$ cat src/rtl/dual_writeback_queue_pkg.sv
// Shared types for the dual writeback queue: entry layout and pop-case encoding.
package wbq_pkg;
  localparam int REG_ADDR_W = 5;
  localparam int DATA_W     = 32;

  typedef struct packed {
    logic [REG_ADDR_W-1:0] addr;
    logic [DATA_W-1:0]     data;
  } wb_entry_t;

  typedef enum logic [1:0] {POP_NONE, POP_ONE, POP_TWO, POP_COALESCE} pop_case_e;

  function automatic logic [1:0] pop_count(pop_case_e pc);
    return (pc == POP_NONE) ? 2'd0 : ((pc == POP_ONE) ? 2'd1 : 2'd2);
  endfunction
endpackage

$ cat src/rtl/dual_writeback_queue_if.sv
// Execute-side request pair and register-file-side write pair of the writeback queue.
interface dual_writeback_queue_if;
  import wbq_pkg::*;

  logic                  In1Valid;
  logic [REG_ADDR_W-1:0] In1Reg;
  logic [DATA_W-1:0]     In1Data;
  logic                  In2Valid;
  logic [REG_ADDR_W-1:0] In2Reg;
  logic [DATA_W-1:0]     In2Data;
  logic                  InReady;
  logic                  RegWrite1;
  logic [REG_ADDR_W-1:0] WriteRegister1;
  logic [DATA_W-1:0]     WriteData1;
  logic                  RegWrite2;
  logic [REG_ADDR_W-1:0] WriteRegister2;
  logic [DATA_W-1:0]     WriteData2;
  logic                  Empty;

  modport master (
    output In1Valid, In1Reg, In1Data, In2Valid, In2Reg, In2Data,
    input  InReady, RegWrite1, WriteRegister1, WriteData1,
           RegWrite2, WriteRegister2, WriteData2, Empty
  );

  modport slave (
    input  In1Valid, In1Reg, In1Data, In2Valid, In2Reg, In2Data,
    output InReady, RegWrite1, WriteRegister1, WriteData1,
           RegWrite2, WriteRegister2, WriteData2, Empty
  );
endinterface

$ cat src/rtl/dual_writeback_queue_storage.sv
// Entry array for the writeback queue: two adjacent write slots, two adjacent read slots.
module wbq_storage
  import wbq_pkg::*;
#(
  parameter int DEPTH = 8
) (
  input  logic                     Clk,
  input  logic                     we0,
  input  logic                     we1,
  input  logic [$clog2(DEPTH)-1:0] wptr,
  input  wb_entry_t                wdata0,
  input  wb_entry_t                wdata1,
  input  logic [$clog2(DEPTH)-1:0] rptr,
  output wb_entry_t                rdata0,
  output wb_entry_t                rdata1
);
  localparam int PTR_W = $clog2(DEPTH);

  wb_entry_t        mem_q [DEPTH];
  logic [PTR_W-1:0] wptr1;
  logic [PTR_W-1:0] rptr1;

  // Pointer arithmetic wraps naturally at the power-of-two depth.
  assign wptr1  = wptr + PTR_W'(1);
  assign rptr1  = rptr + PTR_W'(1);
  assign rdata0 = mem_q[rptr];
  assign rdata1 = mem_q[rptr1];

  always_ff @(posedge Clk) begin
    if (we0) mem_q[wptr]  <= wdata0;
    if (we1) mem_q[wptr1] <= wdata1;
  end
endmodule

$ cat src/rtl/dual_writeback_queue.sv
// In-order two-in/two-out writeback queue feeding a dual-write-port register file.
// Optional macro WBQ_STATS_EN adds a saturating CoalesceCount output.
module dual_writeback_queue
  import wbq_pkg::*;
#(
  parameter int DEPTH        = 8,
  parameter bit ZERO_DISCARD = 1'b1
) (
  input logic                  Clk,
  input logic                  Reset,
  dual_writeback_queue_if.slave wb
`ifdef WBQ_STATS_EN
  ,
  output logic [15:0]          CoalesceCount
`endif
);
  localparam int PTR_W = $clog2(DEPTH);
  localparam int CNT_W = PTR_W + 1;

  logic [PTR_W-1:0] rptr_q, rptr_d, wptr_q, wptr_d;
  logic [CNT_W-1:0] count_q, count_d;
  logic             push1, push2, we0, we1;
  logic [1:0]       n_push, n_pop;
  wb_entry_t        wdata0, wdata1, head0, head1;
  pop_case_e        pop_case;
  logic             rw1_q, rw1_d, rw2_q, rw2_d;
  wb_entry_t        port1_q, port1_d, port2_q, port2_d;

  assign wb.InReady = (count_q <= CNT_W'(DEPTH - 2));
  assign wb.Empty   = (count_q == '0);

  // r0 requests are accepted but never stored when ZERO_DISCARD is set.
  assign push1 = wb.InReady && wb.In1Valid && !(ZERO_DISCARD && (wb.In1Reg == '0));
  assign push2 = wb.InReady && wb.In2Valid && !(ZERO_DISCARD && (wb.In2Reg == '0));
  assign we0   = push1 | push2;
  assign we1   = push1 & push2;
  assign wdata0 = push1 ? wb_entry_t'{addr: wb.In1Reg, data: wb.In1Data}
                        : wb_entry_t'{addr: wb.In2Reg, data: wb.In2Data};
  assign wdata1 = wb_entry_t'{addr: wb.In2Reg, data: wb.In2Data};
  assign n_push = {1'b0, we0} + {1'b0, we1};

  wbq_storage #(.DEPTH(DEPTH)) u_storage (
    .Clk    (Clk),
    .we0    (we0),
    .we1    (we1),
    .wptr   (wptr_q),
    .wdata0 (wdata0),
    .wdata1 (wdata1),
    .rptr   (rptr_q),
    .rdata0 (head0),
    .rdata1 (head1)
  );

  // Pop decision looks only at entries present before this edge's push.
  always_comb begin
    pop_case = POP_NONE;
    if (count_q == CNT_W'(1)) begin
      pop_case = POP_ONE;
    end else if (count_q >= CNT_W'(2)) begin
      pop_case = (head0.addr == head1.addr) ? POP_COALESCE : POP_TWO;
    end
  end

  always_comb begin
    rw1_d   = 1'b0;
    rw2_d   = 1'b0;
    port1_d = port1_q;
    port2_d = port2_q;
    case (pop_case)
      POP_ONE: begin
        rw1_d   = 1'b1;
        port1_d = head0;
      end
      POP_TWO: begin
        rw1_d   = 1'b1;
        rw2_d   = 1'b1;
        port1_d = head0;
        port2_d = head1;
      end
      // Same destination twice: only the younger value survives.
      POP_COALESCE: begin
        rw2_d   = 1'b1;
        port2_d = head1;
      end
      default: ;
    endcase
  end

  assign n_pop   = pop_count(pop_case);
  assign rptr_d  = rptr_q + PTR_W'(n_pop);
  assign wptr_d  = wptr_q + PTR_W'(n_push);
  assign count_d = count_q + CNT_W'(n_push) - CNT_W'(n_pop);

  always_ff @(posedge Clk or posedge Reset) begin
    if (Reset) begin
      rptr_q  <= '0;
      wptr_q  <= '0;
      count_q <= '0;
      rw1_q   <= 1'b0;
      rw2_q   <= 1'b0;
      port1_q <= '0;
      port2_q <= '0;
    end else begin
      rptr_q  <= rptr_d;
      wptr_q  <= wptr_d;
      count_q <= count_d;
      rw1_q   <= rw1_d;
      rw2_q   <= rw2_d;
      port1_q <= port1_d;
      port2_q <= port2_d;
    end
  end

  assign wb.RegWrite1      = rw1_q;
  assign wb.WriteRegister1 = port1_q.addr;
  assign wb.WriteData1     = port1_q.data;
  assign wb.RegWrite2      = rw2_q;
  assign wb.WriteRegister2 = port2_q.addr;
  assign wb.WriteData2     = port2_q.data;

`ifdef WBQ_STATS_EN
  logic [15:0] coal_cnt_q;

  always_ff @(posedge Clk or posedge Reset) begin
    if (Reset) begin
      coal_cnt_q <= '0;
    end else if ((pop_case == POP_COALESCE) && (coal_cnt_q != 16'hFFFF)) begin
      coal_cnt_q <= coal_cnt_q + 16'd1;
    end
  end

  assign CoalesceCount = coal_cnt_q;
`endif
endmodule
$ cat src/flat_wrapper.sv
// flat-port wrapper written by rule: the top's interface ports become plain ports
module dual_writeback_queue_flat import wbq_pkg::*;
#(
  parameter int DEPTH        = 8,
  parameter bit ZERO_DISCARD = 1'b1
)
  (Clk, Reset, wb_In1Valid, wb_In1Reg, wb_In1Data, wb_In2Valid, wb_In2Reg, wb_In2Data, wb_InReady, wb_RegWrite1, wb_WriteRegister1, wb_WriteData1, wb_RegWrite2, wb_WriteRegister2, wb_WriteData2, wb_Empty);
  dual_writeback_queue_if wb_i ();
  input logic Clk;
  input logic Reset;
  input wire logic [$bits(wb_i.In1Valid)-1:0] wb_In1Valid;
  input wire logic [$bits(wb_i.In1Reg)-1:0] wb_In1Reg;
  input wire logic [$bits(wb_i.In1Data)-1:0] wb_In1Data;
  input wire logic [$bits(wb_i.In2Valid)-1:0] wb_In2Valid;
  input wire logic [$bits(wb_i.In2Reg)-1:0] wb_In2Reg;
  input wire logic [$bits(wb_i.In2Data)-1:0] wb_In2Data;
  output wire logic [$bits(wb_i.InReady)-1:0] wb_InReady;
  output wire logic [$bits(wb_i.RegWrite1)-1:0] wb_RegWrite1;
  output wire logic [$bits(wb_i.WriteRegister1)-1:0] wb_WriteRegister1;
  output wire logic [$bits(wb_i.WriteData1)-1:0] wb_WriteData1;
  output wire logic [$bits(wb_i.RegWrite2)-1:0] wb_RegWrite2;
  output wire logic [$bits(wb_i.WriteRegister2)-1:0] wb_WriteRegister2;
  output wire logic [$bits(wb_i.WriteData2)-1:0] wb_WriteData2;
  output wire logic [$bits(wb_i.Empty)-1:0] wb_Empty;
  assign wb_i.In1Valid = wb_In1Valid;
  assign wb_i.In1Reg = wb_In1Reg;
  assign wb_i.In1Data = wb_In1Data;
  assign wb_i.In2Valid = wb_In2Valid;
  assign wb_i.In2Reg = wb_In2Reg;
  assign wb_i.In2Data = wb_In2Data;
  assign wb_InReady = wb_i.InReady;
  assign wb_RegWrite1 = wb_i.RegWrite1;
  assign wb_WriteRegister1 = wb_i.WriteRegister1;
  assign wb_WriteData1 = wb_i.WriteData1;
  assign wb_RegWrite2 = wb_i.RegWrite2;
  assign wb_WriteRegister2 = wb_i.WriteRegister2;
  assign wb_WriteData2 = wb_i.WriteData2;
  assign wb_Empty = wb_i.Empty;
  dual_writeback_queue #(.DEPTH(DEPTH), .ZERO_DISCARD(ZERO_DISCARD)) u_core (.Clk(Clk), .Reset(Reset), .wb(wb_i));
endmodule
$ cat config.mk
export PLATFORM = sky130hd
export DESIGN_NAME = dual_writeback_queue_flat
export DESIGN_NICKNAME = d
export VERILOG_FILES = /design/src/rtl/dual_writeback_queue_pkg.sv /design/src/rtl/dual_writeback_queue_if.sv /design/src/rtl/dual_writeback_queue_storage.sv /design/src/rtl/dual_writeback_queue.sv /design/src/flat_wrapper.sv
export SDC_FILE = /design/constraint.sdc
export NUM_CORES = 1
export LEC_CHECK = 0
export BUFFER_PORTS_ARGS = -buffer_cell sky130_fd_sc_hd__clkbuf_2
export CAP_MARGIN = 20
export CORE_MARGIN = 3
export CORE_UTILIZATION = 60
export CTS_BUF_LIST = sky130_fd_sc_hd__clkbuf_8
export DETAILED_ROUTE_END_ITERATION = 16
export HOLD_SLACK_MARGIN = 0.05
export PLACE_DENSITY = 0.84
export SLEW_MARGIN = 20
export SYNTH_ARGS = -nofsm -noshare
export SYNTH_HDL_FRONTEND = slang
export SYNTH_SLANG_ARGS = --single-unit
$ cat constraint.sdc
create_clock -name Clk -period 16.6 [get_ports Clk]
set_clock_uncertainty 0.2 [all_clocks]
set_input_delay 0.83 -clock Clk [delete_from_list [all_inputs] [get_ports Clk]]
set_output_delay 0.83 -clock Clk [all_outputs]
set_load 0.01 [all_outputs]
---- Word level (Yosys, flattened, before mapping) ----
Memory sizes are Yosys's and may differ from the RTL's.
Cells that the tools add are included.
word-level totals
  bits in registers ....................... 86
  bits in writable memories ............... 296
  input port bits ......................... 78
  logic and storage cells ................. 50
  memories kept ........................... 1
memories
  name                    words  bits a word  read ports  clocked after memory_dff  wr ports  line                                RTL
  u_core.u_storage.mem_q  8      37           2           0                         2         dual_writeback_queue_storage.sv:19  wb_entry_t mem_q [DEPTH];
cells by class
  add/subtract/negate cells ............... 7
  order comparisons ....................... 2
  equality and inequality tests ........... 5
  muxes and demuxes ....................... 12
  bitwise operators ....................... 2
  reductions and logical operators ........ 12
operators by type and width
  cell                                                 number
  two-way mux 37 bit                                   1
  logical NOT 5 bit                                    2
  two-way mux 2 bit                                    4
  two-way mux 1 bit                                    7
  adder 3 x 1 -> 3 bit, second input constant          2
  adder 3 x 2 -> 3 bit                                 2
  == test 5 bit                                        1
  adder 4 x 2 -> 4 bit                                 1
  == test 2 bit, second input constant                 2
  == test 4 x 1 -> 1 bit, second input constant        1
  >= comparator 4 x 2 -> 1 bit, second input constant  1
  <= comparator 4 x 3 -> 1 bit, second input constant  1
  logical AND 1 bit                                    4
  logical NOT 4 bit                                    1
  OR reduction 2 bit                                   2
  subtractor 4 x 2 -> 4 bit                            1
  adder 1 x 1 -> 2 bit                                 1
  == test 2 x 1 -> 1 bit, second input constant        1
  logical NOT 1 bit                                    2
  logical NOT 2 bit                                    1
  AND 1 bit                                            1
  OR 1 bit                                             1

---- Logic depth before layout (Yosys ltp) ----
An unclocked memory read counts as a cell.
  depth after elaboration ................. 10
  mapped depth ............................ 13

---- Cells and area by module ----
From an unflattened synthesis, not the netlist that was laid out.
second synthesis, totals
  cells, all modules ...................... 1514
  area, all modules ....................... 21595.7 µm²
by module, submodules not included
  module                instances  cells an instance  area each (µm²)  sequential area each (µm²)
  wbq_storage           1          1174               17539.3          8888.5
  dual_writeback_queue  1          340                4056.4           2152.1

---- Worst setup path before layout ----
OpenSTA, ideal clock, no wires.
  path type ............................... flip-flop to flip-flop
  from .................................... reg u_core.count_q[2]
  to ...................................... mem u_core.u_storage.mem_q[0][0] (netlist name), enable pin
  setup time .............................. 0.489 ns
  arrival time ............................ 4.750 ns
  required time ........................... 15.911 ns
  path slack .............................. 11.160 ns
  stages on the path, launching flop included .. 9
  period minus slack after synthesis ...... 5.440 ns
  cell sequence ........................... dfrtp_1 > ha_1 > nand2_1 > mux2i_1 > o211ai_1 > clkbuf_1 > ha_1 > or2_2 > o32ai_1
RTL lines
  what                    line                                RTL
  start, declared         dual_writeback_queue.sv:21          logic [CNT_W-1:0] count_q, count_d;
  start signal, assigned  dual_writeback_queue.sv:106         count_q <= count_d;
  end, declared           dual_writeback_queue_storage.sv:19

---- Final worst setup path ----
  from .................................... reg u_core.rptr_q[0]
  to ...................................... reg u_core.port1_q, in the netlist u_core.wb.WriteData1[26]
on the way
  word-level cells in the longest chain between the ends .. 8
  elaborated cells between the ends (all ways) .. 9
ends and longest elaborated chain
  what                                                            line                                RTL
  start, declared                                                 dual_writeback_queue.sv:20          logic [PTR_W-1:0] rptr_q, rptr_d, wptr_q, wptr_d;
  start signal, assigned                                          dual_writeback_queue.sv:104         rptr_q <= rptr_d;
  adder 3 x 1 -> 3 bit                                            dual_writeback_queue_storage.sv:25  assign rptr1 = rptr + PTR_W'(1);
  memory (8 x 37 bit) (*)                                         -
  == test 5 bit                                                   dual_writeback_queue.sv:60          pop_case = (head0.addr == head1.addr) ? POP_COALESCE : POP_TWO;
  two-way mux 1 bit                                               dual_writeback_queue.sv:60
  two-way mux 2 bit                                               dual_writeback_queue.sv:59          end else if (count_q >= CNT_W'(2)) begin
  two-way mux 2 bit                                               dual_writeback_queue.sv:57          if (count_q == CNT_W'(1)) begin
  == test 2 bit / == test 2 x 1 -> 1 bit (equally long branches)  dual_writeback_queue.sv:69          case (pop_case)
  OR reduction 2 bit (no source line)                             -
  end signal, assigned                                            dual_writeback_queue.sv:109         port1_q <= port1_d;
  end, declared                                                   dual_writeback_queue.sv:27          wb_entry_t port1_q, port1_d, port2_q, port2_d;
Mark *: on every way between the ends. The rest lies on a longest branch, timed or not.
A chain may end at the register's enable or synchronous reset.

==> reports/metrics.cfg <==
[outcome]
status=finished, final reports clean

[power]
power.density_nw_per_um2=205
p_leak_nw=8.46
ir_worst_vdd_mv=0.138

[timing]
worst_pin_slew_ns=0.900
fmax_ghz=0.175
fin_tns_setup_ns=0
finalHoldViolCount=0
final.min_clock_period_ns=5.73
setup_viol=0
hold-worst-slack_ns=0.110
rsz0062_at_grt=false
slew_violations=0
fin_crit_sh=0.345
slew_headroom=0.400

[route]
num_vias=12600
wl_per_cell_um=27.1
viasPerCell=6.52
antenna_left=0
drtPass1Iterations=4
finalWirelength_um=52200
drcViolationCount=0
drt_iter0_drc=1021

[floorplanning]
die_w_um=192
die_area_um2=37000
num_rows=67
top_level_ports=156
design.core.area_um2=33900
die_y_um=192
initial_core_util=0.615

[logic_synthesis]
synth_compound_area_frac=0.0178
postSynth.asyncResetShare=0.225
synthesis.area_um2=20800
ys_warn_count=0
avgSynthCellArea_um2=16.5
synth_top_area_frac=0.427
synth_xor_area_frac=0.0105
seq_area_frac_synth=0.530
ys_seq_elements=382
synth_top_cells_by_area=edfxtp_1, mux2_2, mux4_2
synth_cell_types=43
synth_edf_count=296
ys.flop_type=edfxtp_1
yosys.area_share.simple=0.0208
synthesis.nets=1357
syn_inst=1262
yosys.area.top_type=edfxtp_1
synth_top_family_by_area=multiplexers
synthAdderAreaFrac=0.0116
muxShareOfSynthArea=0.385

[placement]
place.gp.congestion=0.845
io_buffers=155
hpwl_um=29800

[clock_network]
hold_buffers=0
insertion_delay_ns=0.59
clock_path_buffers=3
ctsResizeCount=0
cts_buffers=66
clockRootBuffer=clkbuf_8
path_clk_slew_ns=0.06
post_cts_buffers=0
htreeDepth=3
cts_tree=done
cts_sinks=382

[cells_and_area]
final_cell_mix=mux2_2, edfxtp_1, clkbuf_2
mostFrequentLayoutCell=mux2_2
fillerInstances=2258
drive_above_1_share=0.545
seq_area_um2=11000
area_delta_synth_final_pct=12.2
final_util=0.690
multi_input_area_um2=9510
fin_nets=1519

[global_route]
grt_pass1_wl_um=78800
grtUsageTotal=0.287
grt_pass1_vias=13300
antenna_found_initial=8
grt_max_degree=58
grt.overflow.total=0

[worst_setup_path]
critPathMaxFanout=49
critPathKind=flip-flop to flip-flop
cp.arrival_ns=5.98
cp-end-kind=flip-flop
crit_path_start_kind=flip-flop
cp.required_ns=16.85

[run]
maxCapViolCount=0

[min_path]
min-delay-path-class=input pin to asynchronous set/reset pin

## state kept, by name, indices dropped and copies added, names as in the netlist
name	count
u_core.wb.WriteRegister2	5
u_core.wb.RegWrite1	1
u_core.rptr_q	3
u_core.wptr_q	3
u_core.u_storage.mem_q	296
u_core.wb.RegWrite2	1
u_core.wb.WriteData2	32
u_core.wb.WriteData1	32
u_core.wb.WriteRegister1	5
u_core.count_q	4
## area by class of cell
cell class / instances / share of cell area
sequential: 382 / 0.473
multi-input combinational: 774 / 0.407
timing repair buffer: 181 / 0.0415
clock buffer: 70 / 0.0412
tap: 448 / 0.0240
clock inverter: 48 / 0.0103
inverter: 19 / 0.00316
antenna: 5 / 0.000535
## power breakdown
part,total [W],internal [W],switching (W)
logic,0.00243,0.00121,0.00122
registers,0.00158,0.00138,0.000192
clock network,0.000795,0.000408,0.000387
## cell usage after synthesis (3+ instances only)
library cell    n
edfxtp_1      296
mux2i_1        59
mux4_2        141
nand3_1         4
dfrtp_1        86
ha_1           13
xor2_1         15
a21oi_1         6
nor3_1          4
nor2b_1         3
nand2_1        47
o22ai_1         7
clkbuf_1       33
o21ai_0        37
nor2_1         21
mux2_2        353
xnor2_1        10
fa_1            4
buf_6           7
a31oi_1         3
buf_2          37
mux2_4         19
nand2b_1        5
inv_1          19
buf_1           8
nand3b_1        3
## logic make-up after synthesis
family,after synthesis
flip-flops,382
XOR/XNOR,25
adder cells (fa/ha/maj),17
buffers and inverters,106
AO/OA/AOI/OAI,64
multiplexers,572
AND/OR/NAND/NOR,96
## critical path: stages (launching register included)
cell and delay [ns]:
dfrtp_4 0.90, ha_4 0.74, buf_4 0.81, mux4_2 0.65
xor2_1 0.18, o22ai_1 0.10, a221oi_1 0.29, nor3_2 0.09
a31oi_4 0.55, buf_4 0.60, mux2_2 0.40
## per-layer routing
layer  global-route usage  part of all wire
met5                    0           0.00061
met4                0.120             0.038
met3               0.0545             0.075
met2                0.480              0.51
met1                0.370              0.38
## stage by stage
stage	cell area [um2]	instances	power, W	worst slack, ns
after floorplan	20800	1262	0.00335	11.16
after global placement	22200	1804	0.00394	10.96
after detailed placement	22200	1804	0.00401	10.84
after CTS	23400	1922	0.00482	10.83
after global routing	23400	1927	0.00505	10.52
final	23400	1927	0.00480	10.87
## worst paths after layout
kind,from,to,slack (ns),cells after the start
worst max-delay path,u_core.rptr_q[0],u_core.wb.WriteData1[26],10.87,10
worst min-delay path,Reset,u_core.wb.WriteData2[20],0.11,2
worst max register to register,u_core.rptr_q[0],u_core.wb.WriteData1[26],10.87,10
worst min register to register,u_core.wb.WriteData2[12],u_core.wb.WriteData2[12],0.28,2
max in group asynchronous,Reset,u_core.rptr_q[1],14.91,3
min in group Clk,u_core.wb.WriteData2[12],u_core.wb.WriteData2[12],0.28,2
(Power assumes the default switching activity.)
